===== config.mk =====
export PLATFORM = sky130hd
export DESIGN_NAME = tug_button_conditioner
export DESIGN_NICKNAME = d
export VERILOG_FILES = /design/src/rtl/tug_button_conditioner.sv
export SDC_FILE = /design/constraint.sdc
export NUM_CORES = 1
export LEC_CHECK = 0
export CAP_MARGIN = 20
export CORE_MARGIN = 3
export CORE_UTILIZATION = 46
export CTS_CLUSTER_SIZE = 8
export DETAILED_ROUTE_END_ITERATION = 10
export MAX_ROUTING_LAYER = met4
export PLACE_DENSITY_LB_ADDON = 0.15
export SLEW_MARGIN = 10
export SYNTH_ARGS = -nofsm -noshare
export SYNTH_HDL_FRONTEND = slang
export SYNTH_SLANG_ARGS = --single-unit

===== constraint.sdc =====
create_clock -name clk -period 4.35 [get_ports clk]
set_clock_uncertainty 0.05 [all_clocks]
set_input_delay 1.305 -clock clk [delete_from_list [all_inputs] [get_ports clk]]
set_output_delay 1.305 -clock clk [all_outputs]
set_load 0.02 [all_outputs]

===== src/rtl/tug_button_conditioner.sv =====
// tug_button_conditioner
// Per-player input conditioner for the tug-of-war game. Each of the two raw
// push-buttons goes through a SYNC_STAGES flop synchroniser and then a
// debounce FSM that is evaluated only on the one-clk slowen strobe. The FSM
// produces a debounced level and a one-clk press pulse when it enters DOWN.
// A game clear (clr) parks both channels in LOCK so a button held through
// the clear cannot score until it has been seen released once.
//
// Build option:
//   TUG_TIE_DROP_EN - when defined, a simultaneous entry into DOWN on both
//                     channels suppresses both press pulses and raises tie
//                     for one clk instead. When undefined, tie is always 0.
module tug_button_conditioner #(
  parameter int SYNC_STAGES = 2,
  parameter int DB_TICKS    = 4
) (
  input  logic clk,
  input  logic rst,
  input  logic slowen,
  input  logic clr,
  input  logic btn_l,
  input  logic btn_r,
  output logic level_l,
  output logic level_r,
  output logic press_l,
  output logic press_r,
  output logic tie
);

  // Debounce states. LOCK is only reachable through clr; reset lands in UP.
  typedef enum logic [2:0] {
    LOCK      = 3'd0,
    UP        = 3'd1,
    UP_PEND   = 3'd2,
    DOWN      = 3'd3,
    DOWN_PEND = 3'd4
  } db_state_t;

  // Terminal count: the DB_TICKS-th agreeing sample is seen with cnt = DB_TICKS-1.
  localparam logic [3:0] LAST_CNT = 4'(DB_TICKS - 1);

  // Channel 0 is the left player, channel 1 the right player.
  logic [1:0] btn_raw;
  logic [1:0] level_vec;
  logic [1:0] enter_vec;

  assign btn_raw = {btn_r, btn_l};

  genvar gi;
  generate
    for (gi = 0; gi < 2; gi++) begin : g_chan
      logic [SYNC_STAGES-1:0] sync_reg;
      logic                   s_x;
      db_state_t              state_reg;
      db_state_t              state_next;
      logic [3:0]             cnt_reg;
      logic [3:0]             cnt_next;
      logic                   level_reg;
      logic                   level_next;
      logic                   enter_down;

      // Synchroniser chain: shifts the raw button in on every clk.
      always_ff @(posedge clk or posedge rst) begin
        if (rst) begin
          sync_reg <= '0;
        end else begin
          sync_reg <= {sync_reg[SYNC_STAGES-2:0], btn_raw[gi]};
        end
      end

      assign s_x = sync_reg[SYNC_STAGES-1];

      // Debounce state, counter and level registers.
      always_ff @(posedge clk or posedge rst) begin
        if (rst) begin
          state_reg <= UP;
          cnt_reg   <= '0;
          level_reg <= 1'b0;
        end else begin
          state_reg <= state_next;
          cnt_reg   <= cnt_next;
          level_reg <= level_next;
        end
      end

      // Next-state logic: clr wins over slowen; otherwise only slowen cycles move.
      always_comb begin
        state_next = state_reg;
        cnt_next   = cnt_reg;
        level_next = level_reg;
        enter_down = 1'b0;
        if (clr) begin
          state_next = LOCK;
          cnt_next   = '0;
          level_next = 1'b0;
        end else if (slowen) begin
          case (state_reg)
            LOCK: begin
              level_next = 1'b0;
              if (!s_x) begin
                state_next = UP;
                cnt_next   = '0;
              end
            end
            UP: begin
              if (s_x) begin
                if (DB_TICKS == 1) begin
                  state_next = DOWN;
                  cnt_next   = '0;
                  level_next = 1'b1;
                  enter_down = 1'b1;
                end else begin
                  state_next = UP_PEND;
                  cnt_next   = 4'd1;
                end
              end
            end
            UP_PEND: begin
              if (s_x) begin
                if (cnt_reg == LAST_CNT) begin
                  state_next = DOWN;
                  cnt_next   = '0;
                  level_next = 1'b1;
                  enter_down = 1'b1;
                end else begin
                  cnt_next = cnt_reg + 4'd1;
                end
              end else begin
                // A bounce restarts qualification from scratch.
                state_next = UP;
                cnt_next   = '0;
              end
            end
            DOWN: begin
              if (!s_x) begin
                if (DB_TICKS == 1) begin
                  state_next = UP;
                  cnt_next   = '0;
                  level_next = 1'b0;
                end else begin
                  state_next = DOWN_PEND;
                  cnt_next   = 4'd1;
                end
              end
            end
            DOWN_PEND: begin
              if (!s_x) begin
                if (cnt_reg == LAST_CNT) begin
                  // Release is silent: only the level drops.
                  state_next = UP;
                  cnt_next   = '0;
                  level_next = 1'b0;
                end else begin
                  cnt_next = cnt_reg + 4'd1;
                end
              end else begin
                state_next = DOWN;
                cnt_next   = '0;
              end
            end
            default: begin
              state_next = UP;
              cnt_next   = '0;
              level_next = 1'b0;
            end
          endcase
        end
      end

      assign level_vec[gi] = level_reg;
      assign enter_vec[gi] = enter_down;
    end
  endgenerate

  logic [1:0] press_reg;
  logic [1:0] press_next;
  logic       tie_reg;
  logic       tie_next;

  // Pulse shaping: a DOWN entry becomes a one-clk pulse on the next clk.
  always_comb begin
    press_next = enter_vec;
    tie_next   = 1'b0;
`ifdef TUG_TIE_DROP_EN
    if (&enter_vec) begin
      press_next = 2'b00;
      tie_next   = 1'b1;
    end
`endif
  end

  // Pulse registers; clr forces enter_vec low so pulses clear on the next clk.
  always_ff @(posedge clk or posedge rst) begin
    if (rst) begin
      press_reg <= 2'b00;
      tie_reg   <= 1'b0;
    end else begin
      press_reg <= press_next;
      tie_reg   <= tie_next;
    end
  end

  assign level_l = level_vec[0];
  assign level_r = level_vec[1];
  assign press_l = press_reg[0];
  assign press_r = press_reg[1];
  assign tie     = tie_reg;

endmodule


==> results.txt, run 1 <==
The count of antenna diodes in the layout was 0. In the post-synthesis netlist, the cell with the most instances is sky130_fd_sc_hd__dfrtp_1. In this run the mean area of a mapped cell was 9.60 µm².

The port buffer count came out at 9. CTS placed an instance of sky130_fd_sc_hd__clkbuf_4 at the clock tree root. Detailed placement finished with a half-perimeter wire length of 2.00 mm. The power per cell area was 268 nW/µm². Register bit total from synthesis: 22. The worst hold path terminates at g_chan[1].sync_reg[1].

The delay of the slowest cell on the worst path was 0.69 ns. Summed over all layers, the global routing overflow is 0. The register area share after synthesis was 0.409. In this run the worst hold path is classified as reg2reg. The die covers 3630 µm². For the maximum achievable frequency, the log shows 0.362 GHz.

The row count was 19; the top-area cell type share of the netlist area was 0.370. The cell taking the most area after synthesis was sky130_fd_sc_hd__dfrtp_1. The tools report the launching point of the worst reg2reg path as g_chan[0].state_reg[2]. The register with the most flip-flops in the layout has 8 of them. By area the synthesized netlist is led by sky130_fd_sc_hd__dfrtp_1 37%, sky130_fd_sc_hd__a21oi_1 4.4%, sky130_fd_sc_hd__dfstp_2 3.9%, sky130_fd_sc_hd__or4b_1 3.0%, sky130_fd_sc_hd__nor2b_1 2.8%. The final worst-path cycle share was 0.636.

The tree built by TritonCTS fans out to 22 sinks. Actual slew at the worst max-slew pin: 0.860 ns. The tools report the core area as 2780 µm². The worst path in the final design needs a cycle of 2.77 ns, including I/O delays and setup.

The via density per instance works out to 6.20. The finished layout holds 174 standard cells, fillers aside. The logs give 0 for the number of remaining DRC errors and 149 for the net count after synthesis. The worst setup path is launched from a primary input.

The gate count of the mapped netlist is 141. Clock-pin slew was measured on the worst setup and hold paths at 0.13 ns. Summed over all cells, the static leakage comes to 0.594 nW. The tools report the number of iterations in the first detailed-routing pass as 4. During synthesis, Yosys emitted a total of 0 warnings. The initial antenna violation count is 0. The tools report the via count as 1078. For the worst-skew pair, the clock arrives at the later sink with an insertion delay of 0.31 ns. Setup slack on the critical path of the routed design comes to 1.58 ns.

The combined global-route utilization of all metal layers came out at 0.193. In this run, distinct cell masters in the synthesized netlist total 47. The required time of the critical path is 4.53 ns, and the number of primary I/O pins is 11.

The worst slew slack as a fraction of its limit was 0.426; the number of placed cells counting well taps was 170. The logs give 2.91 mm for the aggregate routed wire length and 0 for the total of endpoints with negative setup slack in the final report. The startpoint identified for the worst hold timing path is g_chan[1].sync_reg[0].

The final core utilization is 0.525, and the TritonCTS buffer count is 3. TritonCTS built the clock tree. The run gives 1105 as the via count of the first global-routing pass. Along the worst hold path, the cell count comes to 0. Summing every instance area after synthesis gives 1350 µm². The logs give 0 for the final number of max-transition violations and 2 for the worst-case clock buffer depth. The final hold violation count was 0; the pin count of the biggest net entering global routing was 23. The first-pass GRT wire length was 5.11 mm.

Category of the most critical setup path: in2reg. At the worst endpoint, the arrival time is 2.94 ns. The tools report the post-placement worst setup slack as 1.21 ns. The ratio of cells with drive above 1 in the final layout is 0.0839. Walking the worst path, the cells encountered are clkdlybuf4s50_1 > nor2b_1 > a31oi_1 > nor4_1. Async set-reset flop share out of synthesis: 1.00. The design draws 0.391 mW. The final routed wire length divided by cell count is 16.7 µm, and the effective utilization at floorplan is 0.487. Maximum vdd ir drop: 0.190 mV. For the remaining number of nets flagged by the antenna check after routing, the log shows 0. The worst reg-to-reg path cell count is 4.

Cell with the largest stage delay on the worst path: sky130_fd_sc_hd__clkdlybuf4s50_1. The worst setup path is captured at a flop. The number of setup buffers added after CTS is 0. The number of enable-type register cells in the synthesized netlist was 0. The worst flop-to-flop path endpoint was g_chan[0].state_reg[2]. The run finished with clean final reports. The register-to-register setup slack was 2.47 ns; the count of buffering cells on the critical path with inverters included was 1. The leading register cell type out of synthesis is sky130_fd_sc_hd__dfrtp_1. The number of hold buffers added after cts was 0.

Of all nets on the critical path, the largest fanout is 14. The number of nets in the layout is 152, and the vertical extent of the die is 60.3 µm. Grouping stages by cell kind, the critical path spends the most delay in simple AND/OR/NAND/NOR gates.

Number of DRC markers after the initial detailed-route iteration: 75. The max-capacitance violation count is 0. For the final routed database, the setup TNS stands at 0 ns.

After synthesis, the most frequently instantiated cells are 20 x sky130_fd_sc_hd__dfrtp_1, 12 x sky130_fd_sc_hd__a21oi_1, 8 x sky130_fd_sc_hd__inv_1, 8 x sky130_fd_sc_hd__nand2_1, 7 x sky130_fd_sc_hd__o21ai_0. Setup repair after global routing left no endpoint under its margin. Compared with the post-synthesis result, the final layout area differs by 7.95%.

The final RePlAce weighted congestion came out at 0.822. The die is 60.3 µm wide. The maximum level of the CTS H-tree came out at 1. The number of gates resized after CTS was 0.
logic make-up (layout without fill, tap and decap cells):
logic type,after synthesis,count (layout),synth area share
flip-flops,22,22,0.409
buffers and inverters,19,21,0.0647
adder cells (fa/ha/maj),2,2,0.0185
other,1,1,0.00277
AND/OR/NAND/NOR,49,49,0.237
multiplexers,1,1,0.00832
XOR/XNOR,3,3,0.0194
AO/OA/AOI/OAI,44,44,0.241
metrics by stage:
stage / hold slack [ns] / cell area, µm²
floorplan: 0.281 / 1350
global placement: 0.281 / 1430
finish: 0.315 / 1460
detailed placement: 0.286 / 1430
global route: 0.319 / 1460
CTS: 0.317 / 1460
layer usage:
| metal | GRT usage | vias up | wire (µm) |
|---|---|---|---|
| met1 | 0.230 | 524 | 1290 |
| met3 | 0.0432 | 2 | 97 |
| met2 | 0.332 | 21 | 1490 |
| met5 | - | - | 0 |
| met4 | 0.0380 | 0 | 18 |
| li1 | - | 531 | - |
cells in the final DEF (no fill, tap or decap), types with 4 or more instances in the layout:
master,n
sky130_fd_sc_hd__nand3_1,5
sky130_fd_sc_hd__clkdlybuf4s50_1,9
sky130_fd_sc_hd__o21ai_0,7
sky130_fd_sc_hd__nor2b_1,6
sky130_fd_sc_hd__dfrtp_1,20
sky130_fd_sc_hd__nor3b_1,4
sky130_fd_sc_hd__inv_1,8
sky130_fd_sc_hd__nand2_1,8
sky130_fd_sc_hd__a21oi_1,12
sky130_fd_sc_hd__or4b_1,4
where the power goes:
| part | switching, mW | internal (mW) |
|---|---|---|
| combinational | 0.0297 | 0.0216 |
| sequential | 0.0123 | 0.211 |
| clock | 0.0653 | 0.0512 |
layout make-up:
cell class / instances / area, µm²
clock buffer: 4 / 36.3
fill: 271 / 1320
inverter: 8 / 30.0
multi-input combinational: 100 / 713
sequential: 22 / 553
tap: 31 / 38.8
timing repair buffer: 9 / 90.1
how the worst max path moves through the flow:
stage,slack (ns),end,start,cells after the start
after global placement,1.31,level_l,clr,4
after detailed placement,1.21,level_l,clr,4
after global routing,1.44,level_l,clr,4
final,1.58,level_l,clr,4
after floorplan,2.10,level_l,slowen,4
after CTS,1.59,level_l,clr,4
(Power assumes the default switching activity.)
==> run 2, diff against run 1 <==
- clock period: 4.35 -> 2.25 ns (I/O delays scaled with it)
==> run 2 against run 1 <==
Final cell count rose by 2.9%; cell area is 3.7% higher; power grew 110%; sequential power increased by 92%; first-iteration DRC count shrank 39%; register-to-register slack got worse by 2.1 ns; critical path depth decreased by 3; die area is the same; largest power group unchanged.
==> results.txt, run 2 (synthesis gave the netlist of run 1 again) <==
The number of clock sinks is 22 (unchanged), and the aggregate routed wire length is 2.71 mm (-6.7%). The final number of max-transition violations is 0 (unchanged). Final-layout worst hold slack: 0.312 ns (-0.00255 ns). The slowest stage of the critical path belongs to the cell sky130_fd_sc_hd__clkdlybuf4s50_1. The final worst-path cycle share is 0.903.

The tools report the floorplan die area as 3630 µm² (unchanged). The logs give 0 (unchanged) for the total global routing overflow and 2780 µm² (unchanged) for the core area. The required time of the critical path was 1.52 ns (-3.01 ns); the worst-case clock buffer depth was 2 (unchanged).

The tools report the clock root buffer master as sky130_fd_sc_hd__clkbuf_4. The standby leakage power is 0.625 nW (+5.3%), and the vertical extent of the die is 60.3 µm (unchanged). Total of fill cells in the finished design: 263 (-3.0%).

The logs give 1 (unchanged) for the maximum level of the CTS H-tree and 0.168 (-0.0248) for the combined global-route utilization of all metal layers. The actual slew at the worst max-slew pin is 0.535 ns (-0.324 ns). The logs give 0 (unchanged) for the remaining number of nets flagged by the antenna check after routing and 553 µm² (unchanged) for the register area. The delay of the slowest cell on the worst path is 0.61 ns (-0.08 ns).

The logs give 0.31 ns (about the same) for the later-pin clock latency in the skew report and 0 (unchanged) for the total of endpoints with negative setup slack in the final report. The critical path starts at level_l. The area growth from synthesis to layout is 11.9%. The buffer count from post-CTS setup fixing was 0 (unchanged).

The worst slew slack as a fraction of its limit came out at 0.642 (+0.216). Final worst setup slack: 0.218 ns (-1.37 ns). The worst path needs 2.03 ns of the cycle, external delays included. The tools report the combined area of the multi-input logic cells as 713 µm² (unchanged).

The final routed wire length divided by cell count came out at 15.1 µm (-9.4%). The overall power consumption is 0.837 mW (+110%). Largest fanout of any net on the critical path: 3 (-11).

Largest delay contributor family on the critical path: buffers and inverters. The critical path startpoint category is a flop. The pin count of the biggest net entering global routing was 23 (unchanged).

The tools report the initial antenna violation count as 0 (unchanged). Setup repair after global routing left no endpoint under its margin. The clock transition time at the flip-flop clock pins of the worst setup and hold paths works out to 0.12 ns (about the same). The HPWL after detailed placement came out at 1.98 mm (-0.72%). TritonCTS built the clock tree. In this run the critical register-to-register path is launched from g_chan[0].state_reg[2]. The final core utilization was 0.545 (+0.0193); the via density per instance was 6.26 (+1.1%). The number of iterations in the first detailed-routing pass is 4 (unchanged). Number of cells upsized or downsized after cts: 0 (unchanged). The number of DRC markers after the initial detailed-route iteration is 46 (-39%).

The tools report the post-placement worst setup slack as 0.139 ns (-1.07 ns). The ratio of cells with drive above 1 in the final layout works out to 0.115 (+0.0309). Final hold violation count: 0 (unchanged). The via count of the first global-routing pass came out at 989 (-10%). The logs give 0 ns (unchanged) for the final setup TNS and 0.486 mV (+160%) for the maximum vdd ir drop. The tools report the row count as 19 (unchanged). STA classifies the critical path endpoint as an output pin. The power per cell area is 552 nW/µm² (+110%), and the number of hold buffers added after cts is 0 (unchanged). The run gives 0 (unchanged) as the count of antenna diodes in the layout. The critical path is of the reg2out type.

The flip-flop count of the largest register, all copies and words added is 8 (unchanged). Most common cell after layout, fill and taps aside: sky130_fd_sc_hd__dfrtp_1. The startpoint identified for the worst hold timing path is g_chan[1].sync_reg[0]. The library cells used most frequently in the layout, excluding fill and tap cells, are 20 x sky130_fd_sc_hd__dfrtp_1, 12 x sky130_fd_sc_hd__a21oi_1, 9 x sky130_fd_sc_hd__clkdlybuf4s50_1.

Number of nets in the layout: 157 (+3.3%). The logs give 0 (unchanged) for the max-capacitance violation count and 11 (unchanged) for the number of primary I/O pins. The port buffer count works out to 9 (unchanged). The tools report the number of remaining DRC errors as 0 (unchanged). The via count was 1121 (+4.0%); the width of the die was 60.3 µm (unchanged).

The final RePlAce weighted congestion was 0.881 (+7.2%); the effective utilization at floorplan was 0.487 (unchanged). The count of buffering cells on the critical path with inverters included works out to 1 (unchanged). The flow ran to the end, and the final reports show no timing, DRC or antenna violations. Walking the worst path, the cells encountered are clkdlybuf4s50_1.

The type of the most critical hold path is reg2reg. For the critical path data arrival time, the log shows 1.31 ns (-1.63 ns). Derived from the worst setup path, the maximum achievable clock frequency is 0.492 GHz. TritonCTS buffer count: 3 (unchanged).

The first-pass GRT wire length came out at 4.52 mm (-12%).
run 2: changes by cell type in the layout (fill, tap and decap cells not counted):
| cell | delta |
|---|---|
| sky130_fd_sc_hd__bufinv_16 | +1 |
| sky130_fd_sc_hd__clkbuf_8 | -1 |
| sky130_fd_sc_hd__buf_4 | +5 |
run 2: layout make-up:
| cell class | count | area share |
|---|---|---|
| Inverter | 8 | 0.0198 |
| Timing Repair Buffer | 14 | 0.0842 |
| Sequential cell | 22 | 0.365 |
| Multi-Input combinational cell | 100 | 0.471 |
| Tap cell | 31 | 0.0256 |
| Clock inverter | 1 | 0.0198 |
| Clock buffer | 3 | 0.0149 |
run 2: through the flow:
stage	cells	area, µm²
floorplan	141	1350
global placement	175	1460
detailed placement	175	1460
CTS	179	1520
global route	179	1520
finish	179	1520
run 2: path summary, 6_finish.rpt:
kind / cells after the start / endpoint / slack [ns]
worst max-delay path: 1 / level_l / 0.22
worst min-delay path: 0 / g_chan[1].sync_reg[1] / 0.31
worst max register to register: 4 / g_chan[0].state_reg[2] / 0.34
worst min register to register: 0 / g_chan[1].sync_reg[1] / 0.31
max in group asynchronous: 3 / g_chan[0].state_reg[0] / 1.24
min in group asynchronous: 3 / g_chan[1].cnt_reg[2] / 0.64
run 2: power breakdown:
group / total (mW) / internal (mW) / switching (mW)
logic: 0.106 / 0.0474 / 0.0587
clock network: 0.299 / 0.180 / 0.119
registers: 0.431 / 0.409 / 0.0226
run 2: routing by layer:
| metal | wire length, µm | vias up | share of wire | track usage |
|---|---|---|---|---|
| met5 | 0 | - | 0 | - |
| met4 | 12 | 0 | 0.0044 | 0.0348 |
| met3 | 153 | 2 | 0.056 | 0.0410 |
| met2 | 1210 | 32 | 0.45 | 0.250 |
| met1 | 1330 | 547 | 0.49 | 0.231 |
| li1 | - | 540 | - | - |
==> run 3, diff against run 2 <==
- CORE_ASPECT_RATIO: unset -> 2
==> run 3 against run 2 <==
Power is 8.8% higher; count of clock-buffer cells in the layout stayed put; global-route usage is 3.1 points higher; maximum frequency is 2.3% higher; largest power group unchanged.
==> results.txt, run 3 (synthesis gave the netlist of run 1 again) <==
The maximum level of the CTS H-tree is 1 (unchanged). Remaining number of nets flagged by the antenna check after routing: 0 (unchanged). The most common cell after layout, fill and taps aside was sky130_fd_sc_hd__dfrtp_1. TritonCTS built the clock tree. For the HPWL after detailed placement, the log shows 2.17 mm (+9.4%). The root buffer cell chosen for the clock tree is sky130_fd_sc_hd__clkbuf_8.

The clock transition time at the flip-flop clock pins of the worst setup and hold paths is 0.08 ns (-0.04 ns). Walking the worst path, the cells encountered are clkdlybuf4s50_1. The cell area after layout is 1530 µm² (+1.1%). The logs give 5.20 mm (+15%) for the first-pass GRT wire length and 21 (-54%) for the number of DRC markers after the initial detailed-route iteration. For the worst-case clock buffer depth, the log shows 2 (unchanged).

The post-placement worst setup slack is 0.197 ns (+0.0585 ns), and the final hold violation count is 0 (unchanged). The via count was 1108 (-1.2%); the number of clock sinks was 22 (unchanged). The buffer count from post-CTS setup fixing was 0 (unchanged). The final routed wire length divided by cell count is 16.5 µm (+8.8%). The via count of the first global-routing pass was 1092 (+10%); the later-pin clock latency in the skew report was 0.27 ns (-0.04 ns). The path class of the tightest hold or removal check is reg2reg. The area added between synthesis and finish is 13.1%. The total of fill cells in the finished design was 252 (-4.2%); the maximum vdd ir drop was 0.442 mV (-9.1%). The number of hold buffers added after cts came out at 0 (unchanged). The number of remaining DRC errors is 0 (unchanged), and the instance area at placement is 1460 µm² (-0.17%). Category of the most critical setup path: reg2out. The delay of the slowest cell on the worst path works out to 0.61 ns (about the same).

The required time of the critical path was 1.52 ns (about the same); the flip-flop count of the largest register, all copies and words added was 8 (unchanged). The effective utilization at floorplan was 0.489 (+0.00198); the maximum achievable frequency was 0.504 GHz (+2.3%). The tools report the overall power consumption as 0.910 mW (+8.8%). The power per cell area was 594 nW/µm² (+7.6%). The ratio of cells with drive above 1 in the final layout was 0.115 (unchanged); the port buffer count was 9 (unchanged). For the final RePlAce weighted congestion, the log shows 0.859 (-2.5%).

The capturing element type of the critical path is an output pin. The run gives 1.26 ns (-0.05 ns) as the critical path data arrival time. The logs give 27 (+8) for the row count and 0 ns (unchanged) for the final setup TNS.

For the combined global-route utilization of all metal layers, the log shows 0.199 (+0.0311). The run finished with clean final reports. The number of nets in the layout was 157 (unchanged); the core area was 2770 µm² (-0.40%).

The standby leakage power was 0.633 nW (+1.2%); the pin count of the biggest net entering global routing was 23 (unchanged). The total of endpoints with negative setup slack in the final report was 0 (unchanged); the width of the die was 44.4 µm (-26%). Cell with the largest stage delay on the worst path: sky130_fd_sc_hd__clkdlybuf4s50_1. The number of iterations in the first detailed-routing pass was 4 (unchanged). The largest fanout of any net on the critical path was 3 (unchanged); the count of antenna diodes in the layout was 0 (unchanged). The worst setup path is launched from a flop. For the combined area of the multi-input logic cells, the log shows 713 µm² (unchanged).

The vertical extent of the die works out to 82.7 µm (+37%). The TritonCTS buffer count was 3 (unchanged). The via density per instance is 6.26 (about the same).

In the layout the commonest cells are 20 x sky130_fd_sc_hd__dfrtp_1, 12 x sky130_fd_sc_hd__a21oi_1, 9 x sky130_fd_sc_hd__clkdlybuf4s50_1. Setup repair after global routing left no endpoint under its margin. The final worst setup slack is 0.264 ns (+0.0464 ns), and the count of buffering cells on the critical path with inverters included is 1 (unchanged). The tools report the final number of max-transition violations as 0 (unchanged).

Number of cells upsized or downsized after cts: 0 (unchanged). The aggregate routed wire length was 2.92 mm (+7.6%); the register area was 553 µm² (unchanged). Largest delay contributor family on the critical path: buffers and inverters.

Initial antenna violation count: 0 (unchanged). The number of primary I/O pins came out at 11 (unchanged). The run gives 0 (unchanged) as the max-capacitance violation count.

The tools report the total global routing overflow as 0 (unchanged). The final worst-path cycle share is 0.883 (-0.0206). The floorplan die area is 3670 µm² (+1.1%), and the shortest clock period the worst path allows after layout is 1.99 ns (-0.0464 ns).
run 3: metrics by stage:
step                      hold WS, ns  utilization  instances
after detailed placement        0.289        0.527        173
after floorplan                 0.281            -        141
after CTS                       0.308        0.553        177
final                           0.305        0.553        177
after global routing            0.322        0.553        177
after global placement          0.284        0.527        173
run 3: layout make-up:
| cell class | instances | share of cell area |
|---|---|---|
| clock buffers | 3 | 0.0270 |
| multi-input cells | 100 | 0.466 |
| clock inverters | 1 | 0.0196 |
| well taps | 29 | 0.0237 |
| repair buffers | 14 | 0.0833 |
| flip-flops and latches | 22 | 0.361 |
| inverters | 8 | 0.0196 |
run 3: metal layers:
| metal | routed length, µm | share of wire | vias to the layer above | GRT usage |
|---|---|---|---|---|
| met1 | 1160 | 0.40 | 522 | 0.224 |
| met3 | 67 | 0.023 | 15 | 0.0195 |
| li1 | - | - | 545 | - |
| met5 | 0 | 0 | - | - |
| met4 | 157 | 0.054 | 0 | 0.127 |
| met2 | 1530 | 0.52 | 26 | 0.329 |
run 3: worst paths after layout:
kind,startpoint,end,slack [ns],cells after the start
min in group asynchronous,rst,g_chan[0].cnt_reg[3],0.68,3
worst min register to register,g_chan[0].sync_reg[0],g_chan[0].sync_reg[1],0.31,0
worst max register to register,g_chan[0].state_reg[2],g_chan[0].state_reg[2],0.39,4
worst max-delay path,level_l,level_l,0.26,1
max in group asynchronous,rst,g_chan[0].state_reg[0],1.19,3
worst min-delay path,g_chan[0].sync_reg[0],g_chan[0].sync_reg[1],0.31,0
run 3: worst reg2reg max path: stages (launching register included):
cell	delay (ns)
sky130_fd_sc_hd__dfrtp_1	0.60
sky130_fd_sc_hd__or4b_4	0.54
sky130_fd_sc_hd__a211oi_4	0.35
sky130_fd_sc_hd__a21oi_1	0.10
sky130_fd_sc_hd__o22ai_1	0.14
run 3: report_power, final:
part           switching (mW)  internal, mW  leakage, nW  total (mW)
logic                  0.0597        0.0474        0.307       0.107
clock network           0.134         0.238       0.0357       0.371
registers              0.0229         0.408        0.290       0.431
